File: src/rtl/seg_pkg.sv
// Shared constants for the BCD seven-segment scanner: segment patterns
// (active-low {g,f,e,d,c,b,a}), blanking values and the digit-slot enum.
package seg_pkg;

    localparam int PRESC_W = 16;

    localparam logic [6:0] SEG_0    = 7'b1000000;
    localparam logic [6:0] SEG_1    = 7'b1111001;
    localparam logic [6:0] SEG_2    = 7'b0100100;
    localparam logic [6:0] SEG_3    = 7'b0110000;
    localparam logic [6:0] SEG_4    = 7'b0011001;
    localparam logic [6:0] SEG_5    = 7'b0010010;
    localparam logic [6:0] SEG_6    = 7'b0000010;
    localparam logic [6:0] SEG_7    = 7'b1111000;
    localparam logic [6:0] SEG_8    = 7'b0000000;
    localparam logic [6:0] SEG_9    = 7'b0010000;
    localparam logic [6:0] SEG_DASH = 7'b0111111;

    localparam logic [6:0] SEG_OFF = 7'h7F;
    localparam logic [3:0] AN_OFF  = 4'b1111;
    localparam logic       DP_OFF  = 1'b1;

    typedef enum logic [1:0] {
        DIG0,
        DIG1,
        DIG2,
        DIG3
    } digit_idx_e;

    // One-hot-low anode pattern for the given digit slot.
    function automatic logic [3:0] anode_for(digit_idx_e idx);
        return ~(4'b0001 << idx);
    endfunction

endpackage

File: src/rtl/bcd_seg_scanner_if.sv
// Display-side bundle of the scanner: BCD/decimal-point inputs, blanking
// control and the multiplexed anode/segment outputs.
interface bcd_seg_scanner_if;

    logic [15:0] digits;
    logic [3:0]  dp_in;
    logic        blank;
    logic [3:0]  an;
    logic [6:0]  seg;
    logic        dp;
    logic        scan_tick;

    modport master (
        output digits, dp_in, blank,
        input  an, seg, dp, scan_tick
    );

    modport slave (
        input  digits, dp_in, blank,
        output an, seg, dp, scan_tick
    );

endinterface

File: src/rtl/bcd_seg_scanner_core.sv
// Scanner engine: prescaler, digit index, tear-free shadow and registered
// display outputs. BCD_SEG_LEADING_ZERO_BLANK_EN darkens leading zeros.
module bcd_seg_scanner_core
    import seg_pkg::*;
#(
    parameter int SCAN_DIV = 4
)
(
    input logic              clk,
    input logic              clr,
    bcd_seg_scanner_if.slave bus
);

    localparam logic [PRESC_W-1:0] PRESC_LAST = PRESC_W'(SCAN_DIV - 1);

    logic [PRESC_W-1:0] presc;
    digit_idx_e         idx;
    logic               running;
    logic [15:0]        shadow_digits;
    logic [3:0]         shadow_dp;
    logic               tick;
    logic [3:0]         sel_value;
    logic [6:0]         sel_pattern;
    logic               sel_lit;
    logic [3:0]         an_q;
    logic [6:0]         seg_q;
    logic               dp_q;

    // running stays low for the single cycle after reset release, which is
    // spent loading the shadow so the first lit digit already has valid data.
    assign tick = running && (presc == PRESC_LAST);

    always_comb begin
        sel_value = shadow_digits[3:0];
        case (idx)
            DIG1:    sel_value = shadow_digits[7:4];
            DIG2:    sel_value = shadow_digits[11:8];
            DIG3:    sel_value = shadow_digits[15:12];
            default: sel_value = shadow_digits[3:0];
        endcase
    end

`ifdef BCD_SEG_LEADING_ZERO_BLANK_EN
    always_comb begin
        sel_lit = 1'b1;
        case (idx)
            DIG3:    sel_lit = (shadow_digits[15:12] != 4'd0);
            DIG2:    sel_lit = (shadow_digits[15:8]  != 8'd0);
            DIG1:    sel_lit = (shadow_digits[15:4]  != 12'd0);
            default: sel_lit = 1'b1;
        endcase
    end
`else
    assign sel_lit = 1'b1;
`endif

    bcd_to_seg u_dec (
        .value   (sel_value),
        .pattern (sel_pattern)
    );

    always_ff @(posedge clk or negedge clr) begin
        if (!clr) begin
            presc         <= '0;
            idx           <= DIG0;
            running       <= 1'b0;
            shadow_digits <= '0;
            shadow_dp     <= '0;
            an_q          <= AN_OFF;
            seg_q         <= SEG_OFF;
            dp_q          <= DP_OFF;
        end else if (!running) begin
            running       <= 1'b1;
            shadow_digits <= bus.digits;
            shadow_dp     <= bus.dp_in;
        end else begin
            presc <= tick ? '0 : presc + PRESC_W'(1);
            if (tick) begin
                idx <= digit_idx_e'(idx + 2'd1);
                // Re-sample only at the scan boundary so one scan never mixes two counts.
                if (idx == DIG3) begin
                    shadow_digits <= bus.digits;
                    shadow_dp     <= bus.dp_in;
                end
            end
            if (bus.blank || !sel_lit) begin
                an_q  <= AN_OFF;
                seg_q <= SEG_OFF;
                dp_q  <= DP_OFF;
            end else begin
                an_q  <= anode_for(idx);
                seg_q <= sel_pattern;
                dp_q  <= ~shadow_dp[idx];
            end
        end
    end

    assign bus.an        = an_q;
    assign bus.seg       = seg_q;
    assign bus.dp        = dp_q;
    assign bus.scan_tick = tick;

endmodule

File: src/rtl/bcd_to_seg.sv
// Combinational BCD to active-low seven-segment decoder; codes 10-15
// render as a dash so a corrupted counter is visible on the display.
module bcd_to_seg
    import seg_pkg::*;
(
    input  logic [3:0] value,
    output logic [6:0] pattern
);

    always_comb begin
        pattern = SEG_DASH;
        case (value)
            4'd0:    pattern = SEG_0;
            4'd1:    pattern = SEG_1;
            4'd2:    pattern = SEG_2;
            4'd3:    pattern = SEG_3;
            4'd4:    pattern = SEG_4;
            4'd5:    pattern = SEG_5;
            4'd6:    pattern = SEG_6;
            4'd7:    pattern = SEG_7;
            4'd8:    pattern = SEG_8;
            4'd9:    pattern = SEG_9;
            default: pattern = SEG_DASH;
        endcase
    end

endmodule

File: src/rtl/bcd_seg_scanner.sv
// Four-digit multiplexed BCD seven-segment display driver (top level).
// Optional leading-zero blanking via BCD_SEG_LEADING_ZERO_BLANK_EN.
module bcd_seg_scanner #(
    parameter int SCAN_DIV = 4
)
(
    input  logic        clk,
    input  logic        clr,
    input  logic [15:0] digits,
    input  logic [3:0]  dp_in,
    input  logic        blank,
    output logic [3:0]  an,
    output logic [6:0]  seg,
    output logic        dp,
    output logic        scan_tick
);

    bcd_seg_scanner_if bus ();

    assign bus.digits = digits;
    assign bus.dp_in  = dp_in;
    assign bus.blank  = blank;
    assign an         = bus.an;
    assign seg        = bus.seg;
    assign dp         = bus.dp;
    assign scan_tick  = bus.scan_tick;

    bcd_seg_scanner_core #(
        .SCAN_DIV (SCAN_DIV)
    ) u_core (
        .clk (clk),
        .clr (clr),
        .bus (bus)
    );

endmodule

File: config.mk
export PLATFORM = sky130hd
export DESIGN_NAME = bcd_seg_scanner
export DESIGN_NICKNAME = d
export VERILOG_FILES = /design/src/rtl/seg_pkg.sv /design/src/rtl/bcd_seg_scanner_if.sv /design/src/rtl/bcd_seg_scanner_core.sv /design/src/rtl/bcd_to_seg.sv /design/src/rtl/bcd_seg_scanner.sv
export SDC_FILE = /design/constraint.sdc
export NUM_CORES = 1
export LEC_CHECK = 0
export CAP_MARGIN = 20
export CORE_UTILIZATION = 48
export DETAILED_ROUTE_END_ITERATION = 16
export GPL_ROUTABILITY_DRIVEN = 0
export PLACE_DENSITY = 0.72
export SLEW_MARGIN = 5
export SYNTH_ARGS = -nofsm -noshare
export SYNTH_HDL_FRONTEND = slang
export SYNTH_SLANG_ARGS = --single-unit
File: constraint.sdc
create_clock -name clk -period 2.7 [get_ports clk]
set_input_delay 0.405 -clock clk [delete_from_list [all_inputs] [get_ports clk]]
set_output_delay 0.405 -clock clk [all_outputs]
set_load 0.005 [all_outputs]
==> results of run 1 <==
routing by layer:
metal / track usage, % / up-vias / wire, um
li1: - / 808 / -
met1: 26.28 / 778 / 2230
met2: 27.53 / 39 / 2028
met3: 5.014 / 2 / 183
met4: 6.080 / 0 / 29
met5: 0 / - / 0
final cells by class:
class | count | area [um2]
multi-input combinational | 141 | 1114
fill | 412 | 1837
clock buffer | 8 | 100.1
timing repair buffer | 43 | 420.4
tap | 67 | 83.83
sequential | 51 | 1291
inverter | 9 | 33.78
layout by cell type (no fill, tap or decap), drive strengths merged, types with 2 or more instances in the layout:
| master | instances |
|---|---|
| dfrtp | 39 |
| clkdlybuf4s50 | 34 |
| mux2 | 21 |
| nor2 | 15 |
| nand2 | 15 |
| xnor2 | 13 |
| a21oi | 13 |
| dfstp | 12 |
| inv | 9 |
| ha | 9 |
| clkbuf | 8 |
| buf | 8 |
| nand3 | 7 |
| o21ai | 6 |
| a22oi | 5 |
| nand4 | 5 |
| nor2b | 4 |
| a31oi | 4 |
| nor4 | 4 |
| nor3 | 3 |
| and3 | 2 |
| o22a | 2 |
registers in the layout, summed over array words and instances (netlist names):
name / count
u_core.bus.an: 4
u_core.shadow_digits: 16
u_core.running: 1
u_core.bus.seg: 7
u_core.shadow_dp: 4
u_core.presc: 16
u_core.idx: 2
u_core.bus.dp: 1
worst max-delay path by stage:
stage,start,to,depth (start not counted)
global placement,u_core.idx[0],u_core.bus.seg[1],9
CTS,u_core.presc[0],scan_tick,6
floorplan,u_core.idx[0],u_core.bus.seg[1],10
detailed placement,u_core.idx[0],u_core.bus.seg[1],9
global route,u_core.presc[0],scan_tick,6
finish,u_core.presc[0],scan_tick,6
worst max-delay path: cells and delay by family, from the launching register on:
kind	cells	cell delay [ns]
simple gates	3	0.53
flops	1	0.40
buf+inv	2	0.62
fa+ha+maj	1	0.25
report_power, final:
part / switching, W / internal (W) / leakage (nW)
Combinational: 0.000514 / 0.000540 / 0.670
Clock: 0.000244 / 0.000234 / 0.0515
Sequential: 0.000142 / 0.000972 / 0.611
Total: 0.000901 / 0.00175 / 1.33
what timing repair did:
action | 4_1_cts | 5_1_grt
resized for setup | 0 | 0
hold buffers | 0 | 1
setup buffers | 0 | 0
endpoints found under the hold margin | 0 | 6
per-stage QoR:
step           util [%]  setup slack, ns  total power, W  std cells
2_1_floorplan         -           0.7412        0.001824        211
3_3_place_gp      59.69           0.5426        0.002152        309
3_5_place_dp      59.69           0.4731        0.002181        309
4_1_cts           61.74           0.1681        0.002658        317
5_1_grt           62.36          0.04229        0.002834        319
6_report          62.36           0.1968        0.002647        319
logic make-up after synthesis:
family,count (synthesis)
AND/OR/NAND/NOR,60
flip-flops,51
AO/OA/AOI/OAI,35
multiplexers,22
buffers and inverters,19
XOR/XNOR,14
adder cells (fa/ha/maj),9
other,1
==> key figures, run 1 <==
Layout
  • Final net count: 283
  • Area added between synthesis and finish: 20.81%
  • Post-route design area: 3043 um2
  • Fraction of layout cells with a size suffix above 1: a little over a fifth
  • Antenna Cells: 0

Synth
  • Largest family of logic cells by synthesized area: multiplexers
  • #FFs+latches synth: 51
  • Synth Instances: 211
  • YS warnings: 0
  • Synth cell count leaders: 39 x dfrtp_1, 20 x mux2_4, 15 x nor2_1
  • Seq/Total Area, Yosys: 51.27%
  • Synth Area in XOR/XNOR: between 4 and 5%
  • Simple logic cell fraction of the synthesized area: 12.77%
  • Mapped Area: 2519 um2
  • Post-synthesis adder-cell area fraction: 4.471%
  • Distinct cells, synth: 41
  • Syn_area_per_cell: approximately 12 um2
  • Top cell type's share of synthesized area: between 30% and 40%
  • Syn Nets: 243
  • Synth Area in Compound Gates: 8.693%
  • Count leader, synth: dfrtp_1
  • Share of flip-flops with an asynchronous set or reset: 100.0%
  • Synth top area cells: dfrtp_1 39%, dfstp_2 13%, mux2_4 12%, xnor2_1 4.5%, ha_1 4.5%
  • Post-synthesis mux area share: 13.26%
  • Number of synthesized flops with an enable pin: 0
  • Ys flop type: dfrtp_1
  • Leading area contributor after synthesis: dfrtp_1

CTS
  • H-tree level count: 2
  • Clock buffer count from CTS: 5
  • Worst-skew pair later-pin latency: around 0.3 ns
  • Clk buf depth: 2
  • CTS tree: built
  • Clock sinks: 51
  • Root Driver: clkbuf_8
  • Clock Pin Slew Worst Setup and Hold Paths: about 0.090 ns

Drt
  • DRC errors left: 0
  • Post-route ant nets: 0
  • Post-Route WL: 4471 um
  • Via/cell ratio: 5.100
  • Vias: 1627
  • Initial drt markers: 96
  • WL per Instance: 14.02 um
  • Drt pass-1 iters: 4

Global route
  • First-pass GRT wire length: 7548 um
  • Vias in the first global route: roughly 1600
  • Grt ovf: 0
  • Pin count of the biggest net entering global routing: 46
  • Initial antenna violation count: 0
  • Gr usage total: 18.49%

Power
  • PwrDens: 869.9 nW/um2
  • Peak supply drop: 0.0003683 V
  • LEAKAGE: 1.332 nW

STA
  • Final Skew: between 0.008 and 0.009 ns
  • Count of pins over their slew limit: 0
  • Unrepaired setup endpoints after global routing: no
  • Final Hold Viols: 0
  • Hold_ws: between 0.4 and 0.5 ns
  • Count of final setup violators: 0
  • Slew HR: a little over three fifths
  • Setup TNS: 0 ns
  • Period utilisation layout: 92.71%
  • Worst Tran Pin Value: 0.5523 ns
  • Fmax: about 400 MHz
  • Final worst path period need: ~2.5 ns

Worst setup path
  • Worst path cell trace: ha_1, nor4b_2, and4_1, nand2_1, inv_1, clkdlybuf4s50_1
  • Critical path endpoint category: output port
  • Worst Path Max Fanout: 5
  • CP Class: register to output port
  • Crit start category: register
  • Worst r2r dst: u_core.bus.seg[1]
  • Reg2Reg Setup Slack: between 0.4 and 0.5 ns
  • Worst r2r src: u_core.idx[0]
  • Worst EP arrival: about 2.1 ns
  • Slowest Stage Delay on Critical Path: 0.50 ns
  • Slowest CP cell: clkdlybuf4s50_1
  • Worst EP required: 2.30 ns
  • Worst Reg-to-Reg Cells: 9

Place
  • Post-DP HPWL: 3234 um
  • Dpl cell area: 2913 um2
  • Number of port buffers: 35

Floorplan
  • Io pins: 36
  • Initial core utilization: 51.62%
  • DIE AREA: between 5000 and 6000 um2
  • Die H: 74.44 um
  • Core area: 4880 um2
  • Chip width: 74.44 um
  • Row count: 25

Run
  • Max Cap Viol: 0

Worst hold path
  • Hold path depth: 1
  • Hold Path Origin: u_core.presc[15]
  • Hold Path Class: register to register
  • Sink of the worst hold path: u_core.presc[15]

Outcome
  • Status: completed
(Power assumes the default switching activity.)
==> run 2: changes to the inputs <==
--- a/config.mk
+++ b/config.mk
@@ -9,8 +9,9 @@
 export CORE_UTILIZATION = 48
 export DETAILED_ROUTE_END_ITERATION = 16
 export GPL_ROUTABILITY_DRIVEN = 0
-export PLACE_DENSITY = 0.72
+export PLACE_DENSITY = 0.71
 export SLEW_MARGIN = 5
 export SYNTH_ARGS = -nofsm -noshare
 export SYNTH_HDL_FRONTEND = slang
+export SYNTH_HIERARCHICAL = 1
 export SYNTH_SLANG_ARGS = --single-unit
==> run 2 against run 1 <==
Register-to-register slack got worse by 0.09 ns. Cell area rose by 0.99%. Cell count rose by 2.2%. Combinational power fell by 4%. Global-route usage fell by 1.1 points. Non-clock buffer count fell by 6. Clock power rose by 9.2%. Flip-flop and latch count did not move. Critical path type unchanged. Largest cell class unchanged.
==> key figures, run 2 <==
Outcome
  • Status: completed

Drt
  • DRC errors left: 0 (unchanged)
  • Post-Route WL: 4336 um (-3.0%)
  • Met3 Wirelength: 183 um (unchanged)
  • WL per Instance: 13.30 um (-5.1%)
  • Via/cell ratio: 4.960 (-2.7%)
  • Vias: 1617 (-0.61%)
  • M1 WL: 2144 um (-3.9%)
  • Drt pass-1 iters: 5 (+1)
  • Routed wl met2: 1995 um (-1.6%)
  • Initial drt markers: 70 (-27%)
  • Top routing layer in use: met4
  • Post-route ant nets: 0 (unchanged)

CTS
  • H-tree level count: 2 (unchanged)
  • CTS tree: built
  • Clk buf depth: 2 (unchanged)
  • Clock Pin Slew Worst Setup and Hold Paths: 0.09 ns (about the same)
  • Root Driver: clkbuf_8
  • Worst-skew pair later-pin latency: 0.30 ns (about the same)
  • Clock buffer count from CTS: 5 (unchanged)
  • Clock sinks: 51 (unchanged)
  • Post-CTS Repair Setup Buffers: 0 (unchanged)

Global route
  • Gr usage total: 17.41% (-1.1 points)
  • Pin count of the biggest net entering global routing: 43 (-6.5%)
  • Vias in the first global route: 1545 (-1.3%)
  • Initial antenna violation count: 0 (unchanged)
  • First-pass GRT wire length: 7293 um (-3.4%)
  • Grt ovf: 0 (unchanged)

Synth
  • Distinct cells, synth: 40 (-2.4%)
  • Synth Area in Compound Gates: 6.731% (-2.0 points)
  • Synth Area in XOR/XNOR: 4.746% (-0.12 points)
  • Synth top area cells: dfrtp_1 38%, dfstp_2 12%, mux2_4 12%, ha_1 5.3%, nor2_1 3.8%
  • Seq/Total Area, Yosys: 49.98% (-1.3 points)
  • YS warnings: 6 (+6)
  • Simple logic cell fraction of the synthesized area: 13.61% (+0.84 points)
  • Ys flop type: dfrtp_1
  • Share of flip-flops with an asynchronous set or reset: 100.0% (unchanged)
  • Leading area contributor after synthesis: dfrtp_1
  • Top cell type's share of synthesized area: 37.77% (-0.98 points)
  • Post-synthesis mux area share: 14.48% (+1.2 points)
  • Mapped Area: 2584 um2 (+2.6%)
  • Post-synthesis adder-cell area fraction: 5.327% (+0.86 points)
  • Count leader, synth: dfrtp_1
  • Syn_area_per_cell: 11.69 um2 (-2.1%)
  • Largest family of logic cells by synthesized area: multiplexers
  • Synth cell count leaders: 39 x dfrtp_1, 26 x nor2_1, 20 x mux2_4
  • Number of synthesized flops with an enable pin: 0 (unchanged)
  • Synth Instances: 221 (+4.7%)
  • #FFs+latches synth: 51 (unchanged)
  • Syn Nets: 255 (+4.9%)

Place
  • Post-DP HPWL: 3192 um (-1.3%)
  • Dpl cell area: 2952 um2 (+1.3%)
  • Pre-CTS setup slack: 0.3917 ns (-0.08145 ns)
  • Number of port buffers: 35 (unchanged)

Floorplan
  • Row count: 26 (+4.0%)
  • Die H: 75.37 um (+1.2%)
  • DIE AREA: 5680 um2 (+2.5%)
  • Initial core utilization: 50.27% (-1.3 points)
  • Io pins: 36 (unchanged)
  • Chip width: 75.37 um (+1.2%)
  • Core area: 5140 um2 (+5.3%)

Layout
  • FILL cells: 436 (+5.8%)
  • Commonest non-fill, non-tap cells in the layout: 39 x dfrtp_1, 34 x clkdlybuf4s50_1, 26 x nor2_1
  • Area added between synthesis and finish: 18.93%
  • Commonest non-fill, non-tap cell in the layout: dfrtp_1
  • Fraction of layout cells with a size suffix above 1: 20.31% (-1.1 points)
  • Post-route design area: 3073 um2 (+0.99%)
  • Final net count: 289 (+2.1%)
  • Post-layout util: 59.79% (-2.6 points)
  • Antenna Cells: 0 (unchanged)

STA
  • Final WS setup: 0.1699 ns (-0.02689 ns)
  • Fmax: 395.2 MHz (-1.1%)
  • Final Skew: 0.007302 ns (-0.0009636 ns)
  • Setup TNS: 0 ns (unchanged)
  • Count of final setup violators: 0 (unchanged)
  • Slew HR: 40.50% (-23 points)
  • Count of pins over their slew limit: 0 (unchanged)
  • Final worst path period need: 2.530 ns (+0.02689 ns)
  • Worst Tran Pin Value: 0.8926 ns (+0.3402 ns)
  • Final Hold Viols: 0 (unchanged)
  • Unrepaired setup endpoints after global routing: no
  • Period utilisation layout: 93.71% (+1.0 points)

Worst hold path
  • Hold Path Class: input port to asynchronous set/reset pin

Power
  • Peak supply drop: 0.0004010 V (+8.9%)
  • Internal power: 0.001771 W (+1.4%)
  • Clock power frac: 19.9% (+1.8 points)
  • Sequential Power Share: 41.8% (-0.3 points)
  • LEAKAGE: 1.418 nW (+6.5%)
  • Comb power frac: 38.3% (-1.5 points)
  • PwrDens: 855.6 nW/um2 (-1.6%)
  • Switching Fraction: 32.65% (-1.4 points)
  • Switching power: 0.0008583 W (-4.7%)
  • Final Power: 0.002629 W (-0.68%)

Worst setup path
  • Worst Reg-to-Reg Cells: 11 (+2)
  • Reg2Reg Setup Slack: 0.39 ns (-0.09 ns)
  • Setup crit start: u_core/presc[0]
  • CP Class: register to output port
  • Worst Path Max Fanout: 5 (unchanged)
  • Worst r2r dst: u_core/bus.seg[3]
  • Crit start category: register
  • Worst path cell trace: ha_1, nor4b_4, and4_4, nand2_1, inv_1, clkdlybuf4s50_1
  • Slowest CP cell: clkdlybuf4s50_1
  • Worst r2r src: u_core/idx[0]
  • Worst EP arrival: 2.13 ns (+0.03 ns)
  • Slowest Stage Delay on Critical Path: 0.49 ns (about the same)
  • Critical Path Sink: scan_tick
  • Worst EP required: 2.30 ns (about the same)
  • Critical path endpoint category: output port

Run
  • Max Cap Viol: 0 (unchanged)
[run 2: worst min path at each step]
stage | endpoint | slack (ns) | depth (start not counted)
finish | u_core/presc[8] | 0.22 | 1
global route | u_core/presc[9] | 0.27 | 1
CTS | u_core/shadow_dp[3] | 0.25 | 1
detailed placement | u_core/bus.seg[3] | 0.48 | 2
global placement | u_core/bus.seg[1] | 0.48 | 2
floorplan | u_core/idx[0] | 0.11 | 0
[run 2: area by class of cell]
cell class                 count  area (um2)  area share [%]
timing repair buffer          37       360.3           11.73
clock inverter                 3       43.79           1.425
tap                           70       87.58           2.850
clock buffer                   5       68.82           2.239
sequential                    51        1291           42.02
multi-input combinational    147        1172           38.15
inverter                      13       48.80           1.588
[run 2: critical path: cells and delay by family (launching register included)]
kind | cells | cell delay (ns)
fa+ha+maj | 1 | 0.23
flops | 1 | 0.38
simple gates | 3 | 0.65
buf+inv | 2 | 0.56
[run 2: what timing repair did]
| action | 4_1_cts | 5_1_grt |
|---|---|---|
| resized for setup | 0 | 1 |
| hold endpoints to repair | 0 | 0 |
| hold buffers | 0 | 0 |
| endpoints found under the setup margin | 0 | 1 |
[run 2: cells by family after synthesis]
group | count (synthesis)
XOR/XNOR | 14
adder cells (fa/ha/maj) | 11
flip-flops | 51
AO/OA/AOI/OAI | 27
buffers and inverters | 23
multiplexers | 26
other | 1
AND/OR/NAND/NOR | 68
[run 2: power by group through the flow]
stage / registers, W / clock network, W / logic [W]
finish: 0.00110 / 0.000523 / 0.00101
floorplan: 0.00108 / 0 / 0.000739
detailed placement: 0.00111 / 0 / 0.00101
global route: 0.00113 / 0.000574 / 0.00116
global placement: 0.00110 / 0 / 0.00100
CTS: 0.00109 / 0.000542 / 0.00102
[run 2: per-layer routing]
metal  track usage [%]  up-vias
li1                  -      820
met4             4.321        0
met2             26.19       38
met1             24.42      757
met3             5.820        2
met5                 0        -
[run 2: per-stage QoR]
| stage | instances | hold WS (ns) |
|---|---|---|
| after floorplan | 221 | 0.1094 |
| after global placement | 318 | 0.4799 |
| after detailed placement | 318 | 0.4830 |
| after CTS | 326 | 0.2455 |
| after global routing | 326 | 0.2715 |
| final | 326 | 0.2201 |
